[src/rtl/fp_addsub_scheduler_if.sv]
// Bus bundle between the requesters, the shared FP add/sub unit, the
// response consumer and the scheduler. The scheduler owns the master
// modport; the surrounding environment (requesters, FPU, consumer) uses
// the slave modport.
interface fp_addsub_scheduler_if #(
    parameter int DATA_W = 32
);
    // Requester 0
    logic              req0_valid;
    logic              req0_ready;
    logic [DATA_W-1:0] req0_a;
    logic [DATA_W-1:0] req0_b;
    logic              req0_op;
    // Requester 1
    logic              req1_valid;
    logic              req1_ready;
    logic [DATA_W-1:0] req1_a;
    logic [DATA_W-1:0] req1_b;
    logic              req1_op;
    // Shared FP add/sub datapath
    logic              fpu_start;
    logic [DATA_W-1:0] fpu_a;
    logic [DATA_W-1:0] fpu_b;
    logic              fpu_opSel;
    logic              fpu_done;
    logic [DATA_W-1:0] fpu_result;
    // Response channel
    logic              rsp_valid;
    logic              rsp_ready;
    logic              rsp_id;
    logic [DATA_W-1:0] rsp_data;
    logic              rsp_err;

    modport master (
        input  req0_valid, req0_a, req0_b, req0_op,
        output req0_ready,
        input  req1_valid, req1_a, req1_b, req1_op,
        output req1_ready,
        output fpu_start, fpu_a, fpu_b, fpu_opSel,
        input  fpu_done, fpu_result,
        output rsp_valid, rsp_id, rsp_data, rsp_err,
        input  rsp_ready
    );

    modport slave (
        output req0_valid, req0_a, req0_b, req0_op,
        input  req0_ready,
        output req1_valid, req1_a, req1_b, req1_op,
        input  req1_ready,
        input  fpu_start, fpu_a, fpu_b, fpu_opSel,
        output fpu_done, fpu_result,
        input  rsp_valid, rsp_id, rsp_data, rsp_err,
        output rsp_ready
    );
endinterface

[src/rtl/fp_addsub_scheduler.sv]
// Round-robin scheduler sharing one multi-cycle FP add/sub unit between two
// requesters. Latches the winner's operands, pulses start, waits for done
// (bounded by TIMEOUT cycles) and returns the result tagged with the owner.
// A timed-out operation returns a quiet NaN with the error flag set.
module fp_addsub_scheduler #(
    parameter  int DATA_W  = 32,
    parameter  int TIMEOUT = 16,
    localparam int TIMER_W = $clog2(TIMEOUT + 1)
) (
    input  logic                  clk,
    input  logic                  reset,
    fp_addsub_scheduler_if.master bus,
    output logic [3:0]            leds
);

    typedef enum logic [1:0] {
        S_IDLE,
        S_ISSUE,
        S_WAIT,
        S_RESP
    } state_t;

    localparam logic [DATA_W-1:0]  QNAN      = DATA_W'(32'h7FC0_0000);
    localparam logic [TIMER_W-1:0] TIMER_MAX = TIMER_W'(TIMEOUT - 1);

    localparam logic [3:0] LED_IDLE  = 4'b0001;
    localparam logic [3:0] LED_ISSUE = 4'b0010;
    localparam logic [3:0] LED_WAIT  = 4'b0100;
    localparam logic [3:0] LED_RESP  = 4'b1000;

    state_t              r_state;
    logic                r_rr_ptr;
    logic [TIMER_W-1:0]  r_timer;
    logic                r_id;
    logic                r_fpu_start;
    logic [DATA_W-1:0]   r_fpu_a;
    logic [DATA_W-1:0]   r_fpu_b;
    logic                r_fpu_op;
    logic                r_rsp_valid;
    logic [DATA_W-1:0]   r_rsp_data;
    logic                r_rsp_err;
    logic [3:0]          r_leds;

    logic                w_grant_valid;
    logic                w_grant_id;
    logic [DATA_W-1:0]   w_sel_a;
    logic [DATA_W-1:0]   w_sel_b;
    logic                w_sel_op;

    // Pick the winner while idle: a lone requester wins, a tie goes to rr_ptr.
    always_comb begin
        // NOTE: every output of a combinational block gets a default first so
        // no path leaves it unassigned and no latch is inferred.
        w_grant_valid = 1'b0;
        w_grant_id    = 1'b0;
        if (r_state == S_IDLE) begin
            w_grant_valid = bus.req0_valid | bus.req1_valid;
            w_grant_id    = (bus.req0_valid & bus.req1_valid) ? r_rr_ptr : bus.req1_valid;
        end
        w_sel_a  = w_grant_id ? bus.req1_a  : bus.req0_a;
        w_sel_b  = w_grant_id ? bus.req1_b  : bus.req0_b;
        w_sel_op = w_grant_id ? bus.req1_op : bus.req0_op;
    end

    // Scheduler FSM with all datapath-facing and response outputs registered.
    always_ff @(posedge clk or posedge reset) begin
        if (reset) begin
            // NOTE: state registers use non-blocking assignment so every
            // flop samples pre-edge values regardless of statement order.
            r_state     <= S_IDLE;
            r_rr_ptr    <= 1'b0;
            r_timer     <= '0;
            r_id        <= 1'b0;
            r_fpu_start <= 1'b0;
            r_fpu_a     <= '0;
            r_fpu_b     <= '0;
            r_fpu_op    <= 1'b0;
            r_rsp_valid <= 1'b0;
            r_rsp_data  <= '0;
            r_rsp_err   <= 1'b0;
            r_leds      <= LED_IDLE;
        end else begin
            r_fpu_start <= 1'b0;
            case (r_state)
                S_IDLE: begin
                    if (w_grant_valid) begin
                        r_fpu_a     <= w_sel_a;
                        r_fpu_b     <= w_sel_b;
                        r_fpu_op    <= w_sel_op;
                        r_id        <= w_grant_id;
                        r_rr_ptr    <= ~w_grant_id;
                        r_fpu_start <= 1'b1;
                        r_state     <= S_ISSUE;
                        r_leds      <= LED_ISSUE;
                    end
                end
                S_ISSUE: begin
                    // Start is high for this cycle only; done is not looked at here.
                    r_timer <= '0;
                    r_state <= S_WAIT;
                    r_leds  <= LED_WAIT;
                end
                S_WAIT: begin
                    if (bus.fpu_done) begin
                        // A done on the timeout cycle still counts as success.
                        r_rsp_data  <= bus.fpu_result;
                        r_rsp_err   <= 1'b0;
                        r_rsp_valid <= 1'b1;
                        r_state     <= S_RESP;
                        r_leds      <= LED_RESP;
                    end else if (r_timer == TIMER_MAX) begin
                        r_rsp_data  <= QNAN;
                        r_rsp_err   <= 1'b1;
                        r_rsp_valid <= 1'b1;
                        r_state     <= S_RESP;
                        r_leds      <= LED_RESP;
                    end else begin
                        r_timer <= r_timer + TIMER_W'(1);
                    end
                end
                S_RESP: begin
                    if (bus.rsp_ready) begin
                        r_rsp_valid <= 1'b0;
                        r_state     <= S_IDLE;
                        r_leds      <= LED_IDLE;
                    end
                end
                default: begin
                    r_state <= S_IDLE;
                    r_leds  <= LED_IDLE;
                end
            endcase
        end
    end

    assign bus.req0_ready = w_grant_valid & ~w_grant_id;
    assign bus.req1_ready = w_grant_valid &  w_grant_id;
    assign bus.fpu_start  = r_fpu_start;
    assign bus.fpu_a      = r_fpu_a;
    assign bus.fpu_b      = r_fpu_b;
    assign bus.fpu_opSel  = r_fpu_op;
    assign bus.rsp_valid  = r_rsp_valid;
    assign bus.rsp_id     = r_id;
    assign bus.rsp_data   = r_rsp_data;
    assign bus.rsp_err    = r_rsp_err;
    assign leds           = r_leds;

endmodule

[src/flat_wrapper.sv]
// flat-port wrapper written by rule: the top's interface ports become plain ports
module fp_addsub_scheduler_flat 
#(
    parameter  int DATA_W  = 32,
    parameter  int TIMEOUT = 16,
    localparam int TIMER_W = $clog2(TIMEOUT + 1)
)
  (clk, reset, leds, bus_req0_valid, bus_req0_a, bus_req0_b, bus_req0_op, bus_req0_ready, bus_req1_valid, bus_req1_a, bus_req1_b, bus_req1_op, bus_req1_ready, bus_fpu_start, bus_fpu_a, bus_fpu_b, bus_fpu_opSel, bus_fpu_done, bus_fpu_result, bus_rsp_valid, bus_rsp_id, bus_rsp_data, bus_rsp_err, bus_rsp_ready);
  fp_addsub_scheduler_if #(.DATA_W(DATA_W)) bus_i ();
  input  logic clk;
  input  logic reset;
  output logic [3:0] leds;
  input wire logic [$bits(bus_i.req0_valid)-1:0] bus_req0_valid;
  input wire logic [$bits(bus_i.req0_a)-1:0] bus_req0_a;
  input wire logic [$bits(bus_i.req0_b)-1:0] bus_req0_b;
  input wire logic [$bits(bus_i.req0_op)-1:0] bus_req0_op;
  output wire logic [$bits(bus_i.req0_ready)-1:0] bus_req0_ready;
  input wire logic [$bits(bus_i.req1_valid)-1:0] bus_req1_valid;
  input wire logic [$bits(bus_i.req1_a)-1:0] bus_req1_a;
  input wire logic [$bits(bus_i.req1_b)-1:0] bus_req1_b;
  input wire logic [$bits(bus_i.req1_op)-1:0] bus_req1_op;
  output wire logic [$bits(bus_i.req1_ready)-1:0] bus_req1_ready;
  output wire logic [$bits(bus_i.fpu_start)-1:0] bus_fpu_start;
  output wire logic [$bits(bus_i.fpu_a)-1:0] bus_fpu_a;
  output wire logic [$bits(bus_i.fpu_b)-1:0] bus_fpu_b;
  output wire logic [$bits(bus_i.fpu_opSel)-1:0] bus_fpu_opSel;
  input wire logic [$bits(bus_i.fpu_done)-1:0] bus_fpu_done;
  input wire logic [$bits(bus_i.fpu_result)-1:0] bus_fpu_result;
  output wire logic [$bits(bus_i.rsp_valid)-1:0] bus_rsp_valid;
  output wire logic [$bits(bus_i.rsp_id)-1:0] bus_rsp_id;
  output wire logic [$bits(bus_i.rsp_data)-1:0] bus_rsp_data;
  output wire logic [$bits(bus_i.rsp_err)-1:0] bus_rsp_err;
  input wire logic [$bits(bus_i.rsp_ready)-1:0] bus_rsp_ready;
  assign bus_i.req0_valid = bus_req0_valid;
  assign bus_i.req0_a = bus_req0_a;
  assign bus_i.req0_b = bus_req0_b;
  assign bus_i.req0_op = bus_req0_op;
  assign bus_req0_ready = bus_i.req0_ready;
  assign bus_i.req1_valid = bus_req1_valid;
  assign bus_i.req1_a = bus_req1_a;
  assign bus_i.req1_b = bus_req1_b;
  assign bus_i.req1_op = bus_req1_op;
  assign bus_req1_ready = bus_i.req1_ready;
  assign bus_fpu_start = bus_i.fpu_start;
  assign bus_fpu_a = bus_i.fpu_a;
  assign bus_fpu_b = bus_i.fpu_b;
  assign bus_fpu_opSel = bus_i.fpu_opSel;
  assign bus_i.fpu_done = bus_fpu_done;
  assign bus_i.fpu_result = bus_fpu_result;
  assign bus_rsp_valid = bus_i.rsp_valid;
  assign bus_rsp_id = bus_i.rsp_id;
  assign bus_rsp_data = bus_i.rsp_data;
  assign bus_rsp_err = bus_i.rsp_err;
  assign bus_i.rsp_ready = bus_rsp_ready;
  fp_addsub_scheduler #(.DATA_W(DATA_W), .TIMEOUT(TIMEOUT)) u_core (.clk(clk), .reset(reset), .bus(bus_i), .leds(leds));
endmodule
[config.mk]
export PLATFORM = sky130hd
export DESIGN_NAME = fp_addsub_scheduler_flat
export DESIGN_NICKNAME = d
export VERILOG_FILES = /design/src/rtl/fp_addsub_scheduler_if.sv /design/src/rtl/fp_addsub_scheduler.sv /design/src/flat_wrapper.sv
export SDC_FILE = /design/constraint.sdc
export NUM_CORES = 1
export LEC_CHECK = 0
export ABC_AREA = 1
export BUFFER_PORTS_ARGS = -buffer_cell sky130_fd_sc_hd__buf_2
export CAP_MARGIN = 20
export CORE_ASPECT_RATIO = 0.9
export CORE_UTILIZATION = 25
export DETAILED_ROUTE_END_ITERATION = 8
export PLACE_DENSITY_LB_ADDON = 0.25
export SLEW_MARGIN = 20
export SYNTH_ARGS = -nofsm -noshare
export SYNTH_HDL_FRONTEND = slang
export SYNTH_SLANG_ARGS = --single-unit
[constraint.sdc]
create_clock -name clk -period 4.6 [get_ports clk]
set_input_delay 0.92 -clock clk [delete_from_list [all_inputs] [get_ports clk]]
set_output_delay 0.92 -clock clk [all_outputs]
set_load 0.05 [all_outputs]
After elaboration in Yosys (flattened, before gate mapping) --
Cells that the tools add are included.
Word-level totals: output and inout bits 107, word-level logic and storage cells 64, register bits after elaboration 113
Operators by class: bitwise gates (word level) 5, add/subtract/negate cells 1, mux-type cells 28, equality and inequality tests 9, reductions and logical operators 9
Operators by type and width (count):
- 32-bit 2-to-1 mux | 4
- 4-bit 2-to-1 mux | 4
- 4-bit one-hot mux with 4 select lines | 1
- 1-bit 2-to-1 mux | 10
- 5-bit 2-to-1 mux | 2
- 5-bit one-hot mux with 2 select lines | 1
- 3-bit AND reduction | 3
- 2-bit 2-to-1 mux | 4
- 2-bit one-hot mux with 4 select lines | 1
- 2-bit != test (second input constant) | 3
- 2-bit nonzero test | 3
- 5-bit by 1-bit adder with 5-bit output (second input constant) | 1
- 5-bit by 4-bit == test with 1-bit output (second input constant) | 1
- 2-bit == test (second input constant) | 2
- 2-bit AND reduction | 2
- 1-bit bitwise AND | 3
- 3-bit by 2-bit != test with 1-bit output (second input constant) | 1
- 2-bit by 1-bit == test with 1-bit output (second input constant) | 1
- 2-bit logical NOT | 1
- 2-bit by 1-bit != test with 1-bit output (second input constant) | 1
- 1-bit one-hot mux with 2 select lines | 1
- 1-bit inverter | 1
- 1-bit bitwise OR | 1

Longest topological paths before layout --
Gate-level depths: netlist (run 1).
depth after elaboration 5, gate-level depth with buffers 10, mapped depth without buffers 9

Least setup slack after synthesis (run 1) --
Ideal clock, no wire load.
path kind input-to-output, start point input bus_req1_valid, end point output bus_req0_ready, slack 1.972 ns, arrival time 1.708 ns, path buffers 1, stages 6, path through nand2_1 > inv_2 > nand2_2 > buf_2 > nand2_1 > inv_1
Between the ends: cells in the longest elaborated chain, start to end 5, elaborated cells between the ends (all ways) 7, those cells by class 3 x mux; 4 x bitwise
RTL lines:
- start, declared | RTL line flat_wrapper.sv:18 | input wire logic [$bits(bus_i.req1_valid)-1:0] bus_req1_valid;
- 1-bit bitwise AND | RTL line fp_addsub_scheduler.sv:58 | w_grant_id = (bus.req0_valid & bus.req1_valid) ? r_rr_ptr : bus.req1_valid;
- 1-bit 2-to-1 mux | RTL line fp_addsub_scheduler.sv:58
- 1-bit 2-to-1 mux | RTL line fp_addsub_scheduler.sv:56 | if (r_state == S_IDLE) begin
- 1-bit inverter | RTL line fp_addsub_scheduler.sv:136 | assign bus.req0_ready = w_grant_valid & ~w_grant_id;
- 1-bit bitwise AND (*) | RTL line fp_addsub_scheduler.sv:136
- end, declared | RTL line flat_wrapper.sv:17 | output wire logic [$bits(bus_i.req0_ready)-1:0] bus_req0_ready;
Mark *: on every way between the ends. The rest lies on a longest branch, timed or not.

Worst setup path after layout (run 1) --
start point register u_core.r_state[0], end point output bus_req1_ready
Between the ends: cells in the longest elaborated chain, start to end 3, elaborated cells between the ends (all ways) 4, those cells by class 2 x mux; 1 x bitwise; 1 x reduce/logical
RTL lines:
- start, declared | RTL line fp_addsub_scheduler.sv:31 | state_t r_state;
- start signal, assigned | RTL line fp_addsub_scheduler.sv:70 | r_state <= S_IDLE;
- start signal, assigned | RTL line fp_addsub_scheduler.sv:93 | r_state <= S_ISSUE;
- start signal, assigned | RTL line fp_addsub_scheduler.sv:100 | r_state <= S_WAIT;
- 2-bit logical NOT (*) | RTL line fp_addsub_scheduler.sv:56
- 1-bit 2-to-1 mux | RTL line fp_addsub_scheduler.sv:56
- 1-bit bitwise AND (*) | RTL line fp_addsub_scheduler.sv:137 | assign bus.req1_ready = w_grant_valid & w_grant_id;
- end, declared | RTL line flat_wrapper.sv:22 | output wire logic [$bits(bus_i.req1_ready)-1:0] bus_req1_ready;
Marks and branches as above.

==> impl_results.md, run 1 <==
* Status: finished, final reports clean
* Global route total overflow at 0
* Area leader, netlist: dfrtp_1
* Pins Over Slew Limit at 0
* Fin cells at between 1000 and 1500
* Die height at 138 µm
* Crit path capture type: output pin
* Mapped Nets at 786
* DP Cell Count at 1108
* Ant diodes at 0
* Root Driver: clkbuf_16
* Final #Nets at approximately 1100
* Vias per inst at approximately 4.4
* Slew Limit Headroom at roughly 47%
* Crit Path Max Fanout at 25
* Int Pwr at between 3 and 4 mW
* Final Hold Viols at 0
* Crit path DAT at 2.29 ns
* Period utilisation layout at between 60% and 70%
* Die area at approximately 21000 µm²
* Flip-flop and latch count after synthesis at 113
* Peak VDD IR at approximately 0.00036 V
* First-pass GRT wire length at 26500 µm
* Crit start category: register
* Hold endpoint: u_core.bus.rsp_data[11]
* Worst setup margin at approximately 1.4 ns
* Input/output buffers at ~270
* Post-synth top cells: 246 x nand2_1, 119 x nand3_1, 112 x dfrtp_1, 32 x inv_1, 21 x buf_2
* TritonCTS Buffers at 17
* DRT Wirelength at approximately 16000 µm
* Synth cell types at 23
* Post-synth EDFFs at 0
* Most used DFF post-synth: dfrtp_1
* H-Tree Depth at 4
* Reg2reg start: u_core.r_state[0]
* R2R Path End: u_core.bus.rsp_data[9]
* RSZ-0062 raised after global routing: no
* Tmin final at approximately 3.2 ns
* R2r setup slk at roughly 2.1 ns
* DRC viols at 0
* DRT antenna net count at 0
* Filler Cell Count at ~2100
* First-pass DRT Iterations at 4
* Post-cts resize count at 0
* Net Sw Frac at a little over 50%
* Count leader, synth: nand2_1
* Vias in the first global route at about 5000
* Skew-Pair Late Insertion Delay at between 0.4 and 0.5 ns
* 1st-iter DRT viols at ~290
* Setup TNS at 0 ns
* Clock slew at reported path FFs at approximately 0.06 ns
* CTS tree: yes
* Routed via count at around 5000
* All-Layer GR Usage at 15.9%
* CTS Hold Buffers Added at 0
* Syn_area_per_cell at 8.47 µm²
* Fmax at about 310 MHz
* Clk sinks at approximately 110
* Initial Util at approximately 26%
* HP Start: u_core.bus.rsp_data[11]
* Max Cap Viol at 0
* Worst reg-to-reg path cell count at 7
* Hold Path Stages at 2
* Top Ports at approximately 280
* Pre-CTS WS at 1.60 ns
* Layout area overhead at 42.5%
* Synth warn at 0
* Post-synthesis async set-or-reset flop share at between 90% and 100%
* Postcts setup bufs at 0
* Ranking of synthesized cells by area: dfrtp_1 54%, nand2_1 18%, nand3_1 12%
* WS Path Type: register to output pin
* Setup-failing EPs final at 0
* Clk buf depth at 2
* Post-synth top area share at between 50% and 60%
* DIE WIDTH at 153 µm
* Critical Path RT at roughly 3.7 ns
* WL/cell at about 14 µm
* Logic gate share of total power at just over 50%
* Cell Rows at between 40 and 50
* Sequential Power Share at between 20% and 30%
* Seq/Total Area, Yosys at between 50 and 60%
* Core Area at between 20000 and 25000 µm²
* Post-Synthesis Cells at 608
* Total power at around 6.5 mW
* Syn Std Cell Area at about 5100 µm²
* Worst slew pin tran at 0.792 ns
* Detailed Place HPWL at ~11000 µm
* Clock skew at around 0.010 ns
* Pleak at about 4.1 nW
* RePlAce Congestion at roughly 0.76
* Clock share of power at between 20% and 30%
* Share of layout cells above drive strength 1 at a little over a third
* Sw Pwr at between 3 and 4 mW
* Largest net degree at the start of global routing at 68
* PD cells at 890 nW/µm²
* Worst Hold Class: register to register
* Initial antenna violation count at 0
logic make-up after synthesis:
family,Yosys count,share of synthesized area [%]
fa+ha+maj,10,2.43
buf+inv,70,6.56
compound gates,18,2.53
simple gates,397,33.5
flops,113,55.0
through the flow:
step                area, µm²  hold WS, ns  util, %
finish                   7340        0.463     36.6
global route             7340        0.480     36.6
CTS                      7340        0.467     36.6
detailed placement       6700        0.453     33.4
global placement         6700        0.448     33.4
floorplan                5150        0.442        -
power groups by stage:
stage	clock (mW)	combinational (mW)	sequential [mW]
2_1_floorplan	0	1.04	3.28
3_3_place_gp	0	3.42	1.72
3_5_place_dp	0	3.43	1.73
4_1_cts	1.48	3.43	1.72
5_1_grt	1.52	3.65	1.78
6_report	1.43	3.38	1.72
worst max-delay path by stage:
| stage | end | startpoint | slack, ns | depth (start not counted) |
|---|---|---|---|---|
| after global placement | bus_req1_ready | bus_req1_valid | 1.63 | 7 |
| after CTS | bus_req1_ready | u_core.r_state[0] | 1.35 | 8 |
| after floorplan | u_core.bus.fpu_a[0] | reset | 0.69 | 1 |
| after detailed placement | bus_req1_ready | bus_req1_valid | 1.60 | 7 |
| final | bus_req1_ready | u_core.r_state[0] | 1.39 | 8 |
| after global routing | bus_req1_ready | u_core.r_state[1] | 1.23 | 8 |
registers in the layout (all words and copies together), names as in the netlist:
name	flops
u_core.r_rr_ptr	1
u_core.bus.fpu_opSel	1
u_core.bus.fpu_a	32
u_core.bus.rsp_id	1
u_core.r_state	2
u_core.bus.fpu_b	32
u_core.bus.fpu_start	1
u_core.bus.rsp_valid	1
u_core.bus.rsp_err	1
u_core.leds	4
u_core.r_timer	5
u_core.bus.rsp_data	32
layer usage:
metal / GRT usage [%] / part of all wire [%] / routed length [µm]
met1: 20.2 / 45 / 7370
met2: 25.1 / 45 / 7320
met3: 5.55 / 7.6 / 1230
met4: 5.53 / 1.8 / 294
met5: 0 / 0 / 0
placed cells by master, fill, tap and decap left out:
cell type	count
clkbuf_1	1
nand2_1	246
inv_4	1
nor2_1	6
a21o_1	1
o21ai_0	3
dfrtp_1	112
clkinvlp_4	4
clkinv_2	1
buf_12	1
dfstp_2	1
nand4_1	6
nand2_2	2
o21ai_4	1
a21oi_1	3
clkinv_4	2
inv_2	3
clkbuf_8	2
o21ai_1	1
nand3b_1	17
inv_1	31
ha_1	10
or2_2	1
o22a_1	9
inv_6	1
bufinv_16	4
buf_2	274
buf_4	5
clkbuf_16	17
nand3_1	119
area by class of cell:
class                      instances  area, µm²  share of cell area [%]
clock buffer                      20        457                    6.22
clock inverter                    12        181                    2.47
inverter                          35        134                    1.82
multi-input combinational        425       1990                    27.1
sequential                       113       2830                    38.6
tap                              255        319                    4.35
timing repair buffer             280       1430                    19.5
critical path, cell delays in order (launching register included):
cell and delay [ns]:
dfrtp_1 0.45, inv_1 0.16, ha_1 0.26, nand2_1 0.09, inv_2 0.24, nand2_2 0.10, buf_4 0.24, inv_2 0.08
buf_2 0.25
Note: power is estimated with default switching activity, not from simulation.
==> run 2: changes to the inputs <==
==> constraint.sdc (replaced) <==
create_clock -name clk -period 3.3 [get_ports clk]
set_input_delay 0.66 -clock clk [delete_from_list [all_inputs] [get_ports clk]]
set_output_delay 0.66 -clock clk [all_outputs]
set_load 0.05 [all_outputs]
==> run 2 against run 1 <==
Compared with the run above:
- first-iteration DRC count decreased by 12%
- clock skew shrank 0.0019 ns
- global-route usage fell by 0.35 points
- die area unchanged
- sequential share of layout area increased by 0.092 points
- total power is 38% higher
- sequential power up 40%
- largest power group unchanged
- hold slack got worse by 0.024 ns
- register-to-register slack lost 1.2 ns
- final area is 0.24% lower
- clock power rose by 30%
==> impl_results.md, run 2 (synthesis gave the netlist of run 1 again) <==
* Pleak at slightly above 4 nW
* R2R Path End: u_core.bus.rsp_data[31]
* Clk sinks at between 100 and 150
* Crit Path Max Fanout at 17
* First-pass GRT wire length at ~26000 µm
* CTS tree: yes
* Max Cap Viol at 0
* Pins Over Slew Limit at 0
* Detailed Place HPWL at approximately 11000 µm
* Global route total overflow at 0
* Crit path capture type: output pin
* Worst slew pin tran at around 0.94 ns
* TritonCTS Buffers at 17
* Die height at approximately 140 µm
* Worst Hold Class: input pin to asynchronous set/reset pin
* RePlAce Congestion at between 0.7 and 0.8
* DRT Wirelength at between 15000 and 20000 µm
* Net Sw Frac at about half
* Worst reg-to-reg path cell count at 7
* Layout area overhead at 42.2%
* Int Pwr at between 4 and 5 mW
* Cell Rows at roughly 50
* H-Tree Depth at 4
* Setup TNS at 0 ns
* Core Area at about 20000 µm²
* Die area at roughly 21000 µm²
* WL/cell at ~14 µm
* WS Path Type: register to output pin
* Input/output buffers at ~270
* Logic gate share of total power at about 53%
* CTS Hold Buffers Added at 0
* Status: finished, final reports clean
* Final Hold Viols at 0
* PD cells at 1230 nW/µm²
* Largest net degree at the start of global routing at 68
* Sequential Power Share at 26.7%
* Most frequent cells in the layout: 274 x buf_2, 246 x nand2_1, 119 x nand3_1
* All-Layer GR Usage at between 10% and 20%
* Fmax at ~360 MHz
* Period utilisation layout at a little over four fifths
* Clock share of power at between 20% and 30%
* Vias in the first global route at approximately 4800
* Top Ports at about 280
* Final #Nets at ~1100
* R2r setup slk at slightly above 0.9 ns
* Crit path DAT at between 2 and 2.5 ns
* 1st-iter DRT viols at approximately 250
* Root Driver: clkbuf_16
* Share of layout cells above drive strength 1 at a little over a third
* DIE WIDTH at around 150 µm
* First-pass DRT Iterations at 5
* DRC viols at 0
* Worst hold slack at around 0.44 ns
* Vias per inst at 4.41
* Clock slew at reported path FFs at about 0.05 ns
* Reg2reg start: u_core.r_state[0]
* Crit start category: register
* DRT antenna net count at 0
* Peak VDD IR at around 0.00053 V
* Setup-failing EPs final at 0
* Skew-Pair Late Insertion Delay at 0.41 ns
* Sw Pwr at 4.65 mW
* Postcts setup bufs at 0
* Routed via count at 5026
* Clock skew at around 0.0086 ns
* Ant diodes at 0
* Tmin final at 2.78 ns
* Critical Path RT at around 2.6 ns
* RSZ-0062 raised after global routing: no
* Clk buf depth at 2
* Slew Limit Headroom at between 30% and 40%
* Initial Util at between 20% and 30%
* Post-cts resize count at 0
* Fin util at a little over a third
* Most common cell after layout, fill and taps aside: buf_2
* Initial antenna violation count at 0
run 2: changes by cell type in the layout (fill, tap and decap cells not counted), sizes merged:
cell / before / now
buf: 280 / 281
clkinv: 3 / 6
bufinv: 4 / 2
clkinvlp: 4 / 2
clkbuf: 20 / 22
inv: 36 / 34
run 2: power groups by stage:
| stage | Combinational [mW] | Sequential [mW] | Clock (mW) |
|---|---|---|---|
| floorplan | 1.45 | 4.57 | 0 |
| global placement | 4.78 | 2.41 | 0 |
| detailed placement | 4.79 | 2.41 | 0 |
| CTS | 4.79 | 2.40 | 1.92 |
| global route | 5.09 | 2.48 | 1.98 |
| finish | 4.73 | 2.40 | 1.86 |
run 2: worst max path at each step:
stage | start | end | cells past startpoint
finish | u_core.r_state[0] | bus_req1_ready | 7
global route | u_core.r_state[1] | bus_req0_ready | 8
CTS | u_core.r_state[0] | bus_req1_ready | 7
detailed placement | u_core.r_state[0] | u_core.bus.rsp_data[31] | 7
global placement | u_core.r_state[0] | u_core.bus.rsp_data[15] | 7
floorplan | u_core.r_state[0] | bus_req0_ready | 8
run 2: critical path, cell delays in order, from the launching register on:
cell and delay (ns):
dfrtp_1 0.43, inv_1 0.15, ha_1 0.26, nand2_1 0.09, inv_2 0.26, nand2_2 0.15, inv_2 0.11, buf_2 0.26
run 2: metrics by stage:
| step | cells | power, mW | setup slack [ns] | cell area [µm²] |
|---|---|---|---|---|
| global placement | 1109 | 7.19 | 0.847 | 6720 |
| detailed placement | 1109 | 7.20 | 0.853 | 6720 |
| global route | 1140 | 9.55 | 0.288 | 7320 |
| finish | 1140 | 8.99 | 0.522 | 7320 |
| floorplan | 608 | 6.01 | 1.10 | 5150 |
| CTS | 1140 | 9.11 | 0.471 | 7320 |
run 2: final cells by class:
| class | instances | area, µm² |
|---|---|---|
| well taps | 255 | 319 |
| flip-flops and latches | 113 | 2830 |
| clock buffers | 22 | 494 |
| repair buffers | 281 | 1450 |
| inverters | 35 | 135 |
| clock inverters | 9 | 105 |
| multi-input cells | 425 | 1990 |
| fillers | 2145 | 12700 |
run 2: metal layers:
layer,vias up,wire [µm],global-route usage (%)
li1,2489,-,-
met1,2329,7690,21.3
met2,198,7080,23.4
met3,10,1200,5.58
met4,0,143,3.77
met5,-,0,0
==> run 3: changes to the inputs <==
==> constraint.sdc (replaced) <==
create_clock -name clk -period 2.85 [get_ports clk]
set_input_delay 0.57 -clock clk [delete_from_list [all_inputs] [get_ports clk]]
set_output_delay 0.57 -clock clk [all_outputs]
set_load 0.05 [all_outputs]
==> run 3 against run 2 <==
Compared with the run above:
- wire length is 1.1% lower
- hold slack got worse by 0.11 ns
- combinational power grew 16%
- sequential cell count unchanged
- final area grew 1.1%
- via count decreased by 1.4%
- global-route usage is 0.17 points lower
- clock skew rose by 0.0010 ns
- sequential power up 15%
- largest cell class unchanged
- largest power group unchanged
==> impl_results.md, run 3 (synthesis gave the netlist of run 1 again) <==
* Reg2reg start: u_core.r_state[0]
* Crit Path Max Fanout at 10
* Uppermost layer routed: met4
* Final Hold Viols at 0
* Max Cap Viol at 0
* Period utilisation layout at 92.0%
* WS Path Type: register to output pin
* Core Area at 20000 µm²
* Global route total overflow at 0
* Die height at 138 µm
* Critical Path RT at roughly 2.3 ns
* Slew Limit Headroom at 46.9%
* Filler Cell Count at 2108
* DIE WIDTH at approximately 150 µm
* Tmin final at 2.62 ns
* Slowest cell on crit path: dfrtp_1
* PD cells at around 1400 nW/µm²
* Worst slew pin tran at between 0.7 and 0.8 ns
* Metal2 WL at around 7000 µm
* Worst reg-to-reg path cell count at 9
* Most common cell after layout, fill and taps aside: buf_2
* H-Tree Depth at 4
* Initial antenna violation count at 1
* Layout area overhead at 43.8%
* Setup-failing EPs final at 0
* Postcts setup bufs at 0
* CTS Hold Buffers Added at 0
* Number of cells on the critical path at 8
* CTS tree: yes
* Clk sinks at about 110
* WL/cell at 13.9 µm
* Worst path max stage delay at 0.44 ns
* DRT Wirelength at between 15000 and 20000 µm
* Clk buf depth at 2
* All-Layer GR Usage at 15.4%
* Initial Util at 25.7%
* M1 WL at approximately 7600 µm
* Worst Hold Class: input pin to asynchronous set/reset pin
* Fin util at between 30% and 40%
* Clock slew at reported path FFs at approximately 0.06 ns
* Status: finished, final reports clean
* Worst path buffer plus inverter count at 4
* First-pass GRT wire length at ~25000 µm
* Crit path DAT at about 2.1 ns
* Worst Setup SP: u_core.r_state[0]
* Vias in the first global route at about 4800
* Total power at about 11 mW
* Root Driver: clkbuf_16
* Largest net degree at the start of global routing at between 100 and 150
* DRC viols at 0
* Crit path capture type: output pin
* Vias per inst at between 4 and 5
* First-pass DRT Iterations at 4
* Worst hold slack at 0.328 ns
* RePlAce Congestion at 0.733
* Fmax at between 300 and 400 MHz
* Pleak at roughly 4.1 nW
* Pins Over Slew Limit at 0
* Cell family with most CP delay: buffers and inverters
* CP cell instances: inv_1 -> ha_1 -> nand2_1 -> inv_2 -> nand2_2 -> nand2_1 -> inv_1 -> buf_2
* 1st-iter DRT viols at 292
* R2r setup slk at 0.76 ns
* Placement Cell Area at approximately 6700 µm²
* Most frequent cells in the layout: 274 x buf_2, 246 x nand2_1, 119 x nand3_1
* Crit start category: register
* Die area at roughly 21000 µm²
* DRT antenna net count at 0
* Peak VDD IR at 0.000562 V
* Skew-Pair Late Insertion Delay at ~0.41 ns
* RSZ-0062 raised after global routing: no
* Final #Nets at ~1100
* Met3 wire length at ~1100 µm
* Design area at between 7000 and 8000 µm²
* Share of layout cells above drive strength 1 at 36.6%
* Post-cts resize count at 0
* Worst Setup EP: bus_req0_ready
* Detailed Place HPWL at about 11000 µm
* Clock skew at roughly 0.0096 ns
* Setup TNS at 0 ns
* Cell Rows at 49
* R2R Path End: u_core.bus.fpu_b[2]
* Routed via count at ~5000
* Input/output buffers at roughly 270
* TritonCTS Buffers at 17
* Top Ports at 275
[run 3: cell count changes in the layout (fill, tap and decap cells not counted), sizes merged]
cell    change
buf         +3
bufinv      +3
clkbuf      -4
clkinv      -1
diode       +1
inv         +3
[run 3: worst min path at each step]
stage / from / endpoint / slack, ns / cells after the start
floorplan: u_core.r_timer[0] / u_core.r_timer[0] / 0.44 / 1
detailed placement: u_core.leds[0] / u_core.leds[0] / 0.45 / 2
finish: reset / u_core.bus.rsp_data[27] / 0.33 / 3
CTS: bus_fpu_result[9] / u_core.bus.rsp_data[9] / 0.34 / 3
global placement: u_core.bus.rsp_data[10] / u_core.bus.rsp_data[10] / 0.45 / 2
global route: bus_fpu_result[11] / u_core.bus.rsp_data[11] / 0.35 / 3
[run 3: power by group]
part	switching, mW	internal [mW]
Sequential	0.396	2.38
Clock	0.827	1.59
Combinational	4.23	1.26
Total	5.45	5.23
[run 3: area by class of cell]
cell class	count	area, µm²	share of cell area (%)
timing repair buffer	284	1460	19.7
sequential	113	2830	38.2
tap	255	319	4.31
clock buffer	18	439	5.94
multi-input combinational	425	1990	26.9
inverter	35	135	1.83
antenna	1	2.50	0.0338
clock inverter	14	228	3.08
[run 3: through the flow]
stage	instances	setup WS (ns)
after floorplan	608	0.737
after CTS	1144	0.168
after global placement	1112	0.689
final	1145	0.227
after detailed placement	1112	0.609
after global routing	1145	0.0420
[run 3: worst min-delay path, stage by stage]
cell and delay [ns]:
buf_2 0.11, clkinvlp_4 0.07, buf_12 0.46
[run 3: routing by layer]
metal | global-route usage [%] | up-vias
met3 | 5.42 | 18
met4 | 5.05 | 0
li1 | - | 2499
met2 | 23.6 | 188
met5 | 0 | -
met1 | 20.3 | 2249
